===== config.mk =====
export PLATFORM = sky130hd
export DESIGN_NAME = pipe_stage_chain
export DESIGN_NICKNAME = d
export VERILOG_FILES = /design/src/rtl/pipe_stage_chain.sv
export SDC_FILE = /design/constraint.sdc
export NUM_CORES = 1
export LEC_CHECK = 0
export BUFFER_PORTS_ARGS = -buffer_cell sky130_fd_sc_hd__clkbuf_2
export CORE_UTILIZATION = 30
export DETAILED_ROUTE_END_ITERATION = 8
export RECOVER_POWER = 50
export SKIP_CTS_REPAIR_TIMING = 1
export SLEW_MARGIN = 20
export SYNTH_ARGS = -nofsm -noshare
export SYNTH_HDL_FRONTEND = slang
export SYNTH_SLANG_ARGS = --single-unit

===== constraint.sdc =====
create_clock -name clk -period 4.35 [get_ports clk]
set_input_delay 0.2175 -clock clk [delete_from_list [all_inputs] [get_ports clk]]
set_output_delay 0.2175 -clock clk [all_outputs]
set_load 0.02 [all_outputs]

===== src/rtl/pipe_stage_chain.sv =====
// pipe_stage_chain: in-order elastic pipeline register chain.
//   Stage 0 is youngest, stage NUM_STAGES-1 is oldest and drives the retire port.
//   Each stage carries a valid bit and a WIDTH-bit payload. Per-stage hold and the
//   downstream ready chain provide backpressure. A targeted flush kills the stages
//   younger than flush_idx. Three saturating performance counters are included.
// Ports:
//   clk, rst          clock, asynchronous active-low reset
//   in_valid/in_data  producer entry into stage 0; in_ready is stage-0 acceptance
//   hold              per-stage advance inhibit
//   flush/flush_idx   kill stages 0..flush_idx-1 (and any load into flush_idx)
//   out_valid/out_data/out_ready   retire handshake on the oldest stage
//   stage_valid/stage_data         per-stage visibility (stage k at [k*WIDTH +: WIDTH])
//   cnt_retired/cnt_stall/cnt_killed   saturating event counters
module pipe_stage_chain #(
    parameter int unsigned NUM_STAGES = 5,
    parameter int unsigned WIDTH      = 32,
    parameter int unsigned CNT_W      = 32
) (
    input  logic                              clk,
    input  logic                              rst,
    input  logic                              in_valid,
    input  logic [WIDTH-1:0]                  in_data,
    output logic                              in_ready,
    input  logic [NUM_STAGES-1:0]             hold,
    input  logic                              flush,
    input  logic [$clog2(NUM_STAGES+1)-1:0]   flush_idx,
    output logic                              out_valid,
    output logic [WIDTH-1:0]                  out_data,
    input  logic                              out_ready,
    output logic [NUM_STAGES-1:0]             stage_valid,
    output logic [NUM_STAGES*WIDTH-1:0]       stage_data,
    output logic [CNT_W-1:0]                  cnt_retired,
    output logic [CNT_W-1:0]                  cnt_stall,
    output logic [CNT_W-1:0]                  cnt_killed
);

    localparam int unsigned IDX_W = $clog2(NUM_STAGES + 1);
    // Enough bits for up to NUM_STAGES killed stages plus the dropped input.
    localparam int unsigned KW    = $clog2(NUM_STAGES + 2);

    logic [NUM_STAGES-1:0]             valid_q, valid_d;
    logic [NUM_STAGES-1:0][WIDTH-1:0]  data_q, data_d;
    logic [CNT_W-1:0]                  retired_q, retired_d;
    logic [CNT_W-1:0]                  stall_q, stall_d;
    logic [CNT_W-1:0]                  killed_q, killed_d;

    logic [NUM_STAGES-1:0]             adv;
    logic                              rdy0;
    logic                              accept;
    logic                              kill_any;
    logic [NUM_STAGES-1:0]             load;
    logic [NUM_STAGES-1:0][WIDTH-1:0]  src;
    logic [KW-1:0]                     killed_n;

    function automatic logic [CNT_W-1:0] sat_add(input logic [CNT_W-1:0] a,
                                                 input logic [KW-1:0]    b);
        logic [CNT_W:0] s;
        s = {1'b0, a} + (CNT_W+1)'(b);
        return s[CNT_W] ? '1 : s[CNT_W-1:0];
    endfunction

    // Ready chain, evaluated oldest to youngest; r carries rdy[k+1] down the chain.
    always_comb begin
        logic r;
        adv = '0;
        r   = out_ready;
        for (int k = NUM_STAGES - 1; k >= 0; k--) begin
            adv[k] = valid_q[k] && !hold[k] && r;
            r      = !valid_q[k] || adv[k];
        end
        rdy0 = r;
    end

    assign in_ready = rdy0 && !hold[0];
    assign accept   = in_valid && in_ready;
    assign kill_any = flush && (flush_idx != '0);

    // Each stage's load source: stage 0 from the input port, others from the stage below.
    assign load = {adv[NUM_STAGES-2:0], accept};
    assign src  = {data_q[NUM_STAGES-2:0], in_data};

    // Next-state for stages and counters.
    always_comb begin
        logic in_zone;
        logic load_ok;
        valid_d  = valid_q;
        data_d   = data_q;
        killed_n = '0;
        for (int k = 0; k < NUM_STAGES; k++) begin
            in_zone = kill_any && (IDX_W'(k) < flush_idx);
            // Loads into stages 0..flush_idx are dropped, including the hop into flush_idx.
            load_ok = load[k] && !(kill_any && (IDX_W'(k) <= flush_idx));
            if (in_zone) begin
                valid_d[k] = 1'b0;
            end else if (load_ok) begin
                valid_d[k] = 1'b1;
            end else if (adv[k]) begin
                valid_d[k] = 1'b0;
            end
            // Payload only changes on a real load, so idle stages stay quiet.
            if (load_ok) begin
                data_d[k] = src[k];
            end
            if (in_zone && valid_q[k]) begin
                killed_n = killed_n + KW'(1);
            end
        end
        // With a full flush the oldest entry still retires if it handshakes.
        if (kill_any && (flush_idx == IDX_W'(NUM_STAGES)) && adv[NUM_STAGES-1]) begin
            killed_n = killed_n - KW'(1);
        end
        if (kill_any && accept) begin
            killed_n = killed_n + KW'(1);
        end
        retired_d = sat_add(retired_q, KW'(valid_q[NUM_STAGES-1] && out_ready));
        stall_d   = sat_add(stall_q, KW'(in_valid && !in_ready));
        killed_d  = sat_add(killed_q, killed_n);
    end

    always_ff @(posedge clk or negedge rst) begin
        if (!rst) begin
            valid_q   <= '0;
            data_q    <= '0;
            retired_q <= '0;
            stall_q   <= '0;
            killed_q  <= '0;
        end else begin
            valid_q   <= valid_d;
            data_q    <= data_d;
            retired_q <= retired_d;
            stall_q   <= stall_d;
            killed_q  <= killed_d;
        end
    end

    assign out_valid   = valid_q[NUM_STAGES-1];
    assign out_data    = data_q[NUM_STAGES-1];
    assign stage_valid = valid_q;
    assign stage_data  = data_q;
    assign cnt_retired = retired_q;
    assign cnt_stall   = stall_q;
    assign cnt_killed  = killed_q;

endmodule


==> results.md <==
* DIE AREA at 39300 sq um
* Mapped Area at 11600 sq um
* Fin. max-slew vios at 112
* Critical Path RT at 4790 ps
* CTS sink cnt at 261
* 1st-iter DRT viols at 306
* CP Max Fanout at 6
* I/O pins at 340
* Violated checks: max-capacitance violations, max-slew violations
* Yosys reg bits at 261
* Leading area contributor after synthesis: dfrtp_1
* Routed length per instance at 16.2 microns
* Root Driver: clkbuf_16
* First-pass iteration count of the detailed router at 4
* Most frequent cells in the layout: 261 x dfrtp_1, 202 x clkbuf_1, 167 x mux2_2
* Predominant post-synthesis flop cell: dfrtp_1
* Global-route wire length before repair at 46400 microns
* Clock-pin slew on the worst setup and hold paths at 60 ps
* HP Class: primary input to register
* Final Cycle Share at 94.9%
* Detailed-placement wirelength estimate at 21000 microns
* Worst Setup End Kind: register
* Worst-Margin Slew at 1900 ps
* Seq/Total Area, Yosys at 56.5%
* Peak supply drop at 0.301 mV
* Syn nets at 999
* Total grt overflow at 0
* Placed Area at 13800 sq um
* Pwr Density at 494 nW/um^2
* Setup violations, final at 0
* CTS tree: yes
* Slew HR at -26.6%
* EDFF count, synth at 0
* Yosys top cell area share at 56.5%
* Top area cells in the synthesized netlist: dfrtp_1 57%, mux2_2 16%, nand2_1 3.9%
* Die Span Y at 198 microns
* H-tree levels at 1
* Clock buffer count from CTS at 29
* DRC errors left at 0
* Netlist cell types at 56
* Vias in the first global route at 8263
* Synth-to-Final Area Change at 29.6%
* Core area at 37800 sq um
* Async SR Flop Fraction at 100%
* Max clock buf depth at 3
* Final instance area at 15000 sq um
* Outcome: complete, but fails checks
* F_max at 242 MHz
* Die width at 198 microns
* Row cnt at 71
* Clock Skews at 10.2 ps
* Leakage at 7.31 nW
* Initial core utilization at 30.6%
* MaxCap Viol Count at 2
* Endpoints failing hold at 0
* Worst Path Arrival at 4570 ps
* Total Routing Usage GR at 14.9%
* Commonest non-fill, non-tap cell in the layout: dfrtp_1
* Via density per instance at 4.59
* Placer congestion estimate at 0.857
* Final nets at 1371
* RSZ-0062 raised after global routing: true
* CP Class: register to register
* Syn Area/Cell at 12.3 sq um
* Synth warn at 0
* Synth Instances at 942
* Hold WS at 15.8 ps
* Port Buffers at 339
* Worst setup SP type: register
* ANT nets after route at 0
* Initial antenna violation count at 1
* Clock latency on the worst-skew pair at 550 ps
* WL final at 29900 microns
* Largest net degree at the start of global routing at 105
* Routed vias at 8485
* Crit path time final at 4130 ps
* Share of cells above drive strength 1 at 31.6%
sequential cells by signal, summed over array words and instances (netlist names):
signal,cells
stage_data,128
cnt_retired,32
cnt_stall,32
cnt_killed,32
stage_valid,5
out_data,32
cells by family (layout without fill, tap and decap cells):
logic type	count (synthesis)	in the layout	share of synthesized area [%]
fa+ha+maj	12	12	1.36
simple gates	284	284	12.1
compound gates	64	64	3.61
mux	170	170	16.5
other cells	0	1	0
xor+xnor	75	75	5.92
flops	261	261	56.5
buf+inv	76	471	3.99
per-layer routing:
| metal | routed length (microns) | track usage [%] |
|---|---|---|
| met5 | 0 | 0 |
| met4 | 572 | 4.59 |
| met3 | 1650 | 2.78 |
| met2 | 14500 | 24.5 |
| met1 | 13200 | 19.8 |
worst max-delay path, cell delays in order (launching register included):
cell       delay, ps
dfrtp_1          380
o211ai_1         100
ha_1             340
xor2_1           170
ha_1             290
a2bb2oi_1        150
mux2i_1          160
xor2_1           240
o21ai_1           90
ha_1             300
o21ai_1          140
ha_1             260
nor2_2           120
a21oi_1           60
ha_1             270
a21o_1           200
a21o_1           190
and2_2           240
nand4_1          120
xor2_1           150
nand2_1           60
where the power goes:
group / internal (mW) / switching (mW) / total, mW / leakage, nW
Clock: 1.73 / 1.02 / 2.76 / 0.541
Sequential: 2.82 / 0.324 / 3.15 / 3.46
Combinational: 0.548 / 0.950 / 1.50 / 3.31
Total: 5.10 / 2.30 / 7.40 / 7.31
final timing paths:
kind,start,to,slack (ps),cells past startpoint
worst min-delay path,hold[3],stage_valid[3],20,3
min in group asynchronous,rst,out_data[4],730,2
worst max-delay path,stage_valid[1],cnt_killed[15],220,20
worst max register to register,stage_valid[1],cnt_killed[15],220,20
max in group asynchronous,rst,cnt_stall[17],1080,3
worst min register to register,cnt_stall[26],cnt_stall[26],520,1
stage by stage:
stage / util (%) / std cells / setup WS [ps] / TNS (ps) / total power [mW]
final: 39.7 / 1849 / 223 / 0 / 7.40
after global routing: 39.7 / 1849 / -66.3 / -434 / 7.77
after CTS: 39.4 / 1814 / -17.6 / -17.6 / 7.60
after detailed placement: 36.5 / 1760 / -132 / -636 / 4.77
after global placement: 36.5 / 1760 / -59.6 / -61.8 / 4.74
after floorplan: - / 942 / -7.63 / -12.8 / 4.07
layout make-up:
type | count | area [sq um]
repair buffers | 407 | 2050
inverters | 10 | 37.5
flip-flops and latches | 261 | 6530
diodes | 1 | 2.50
fillers | 3749 | 22800
clock buffers | 39 | 853
clock inverters | 15 | 243
multi-input cells | 605 | 4620
well taps | 511 | 639
Yosys cell counts, types with 13 or more instances:
master and number:
buf_4 35, nand2_1 120, mux2_2 167, and3_1 23
xor2_1 40, nor2_1 40, buf_2 18, a21oi_1 15
dfrtp_1 261, nand3_1 28, xnor2_1 33, nand4_1 17
o21ai_0 13
No activity file was read; power rests on OpenSTA's default activity.
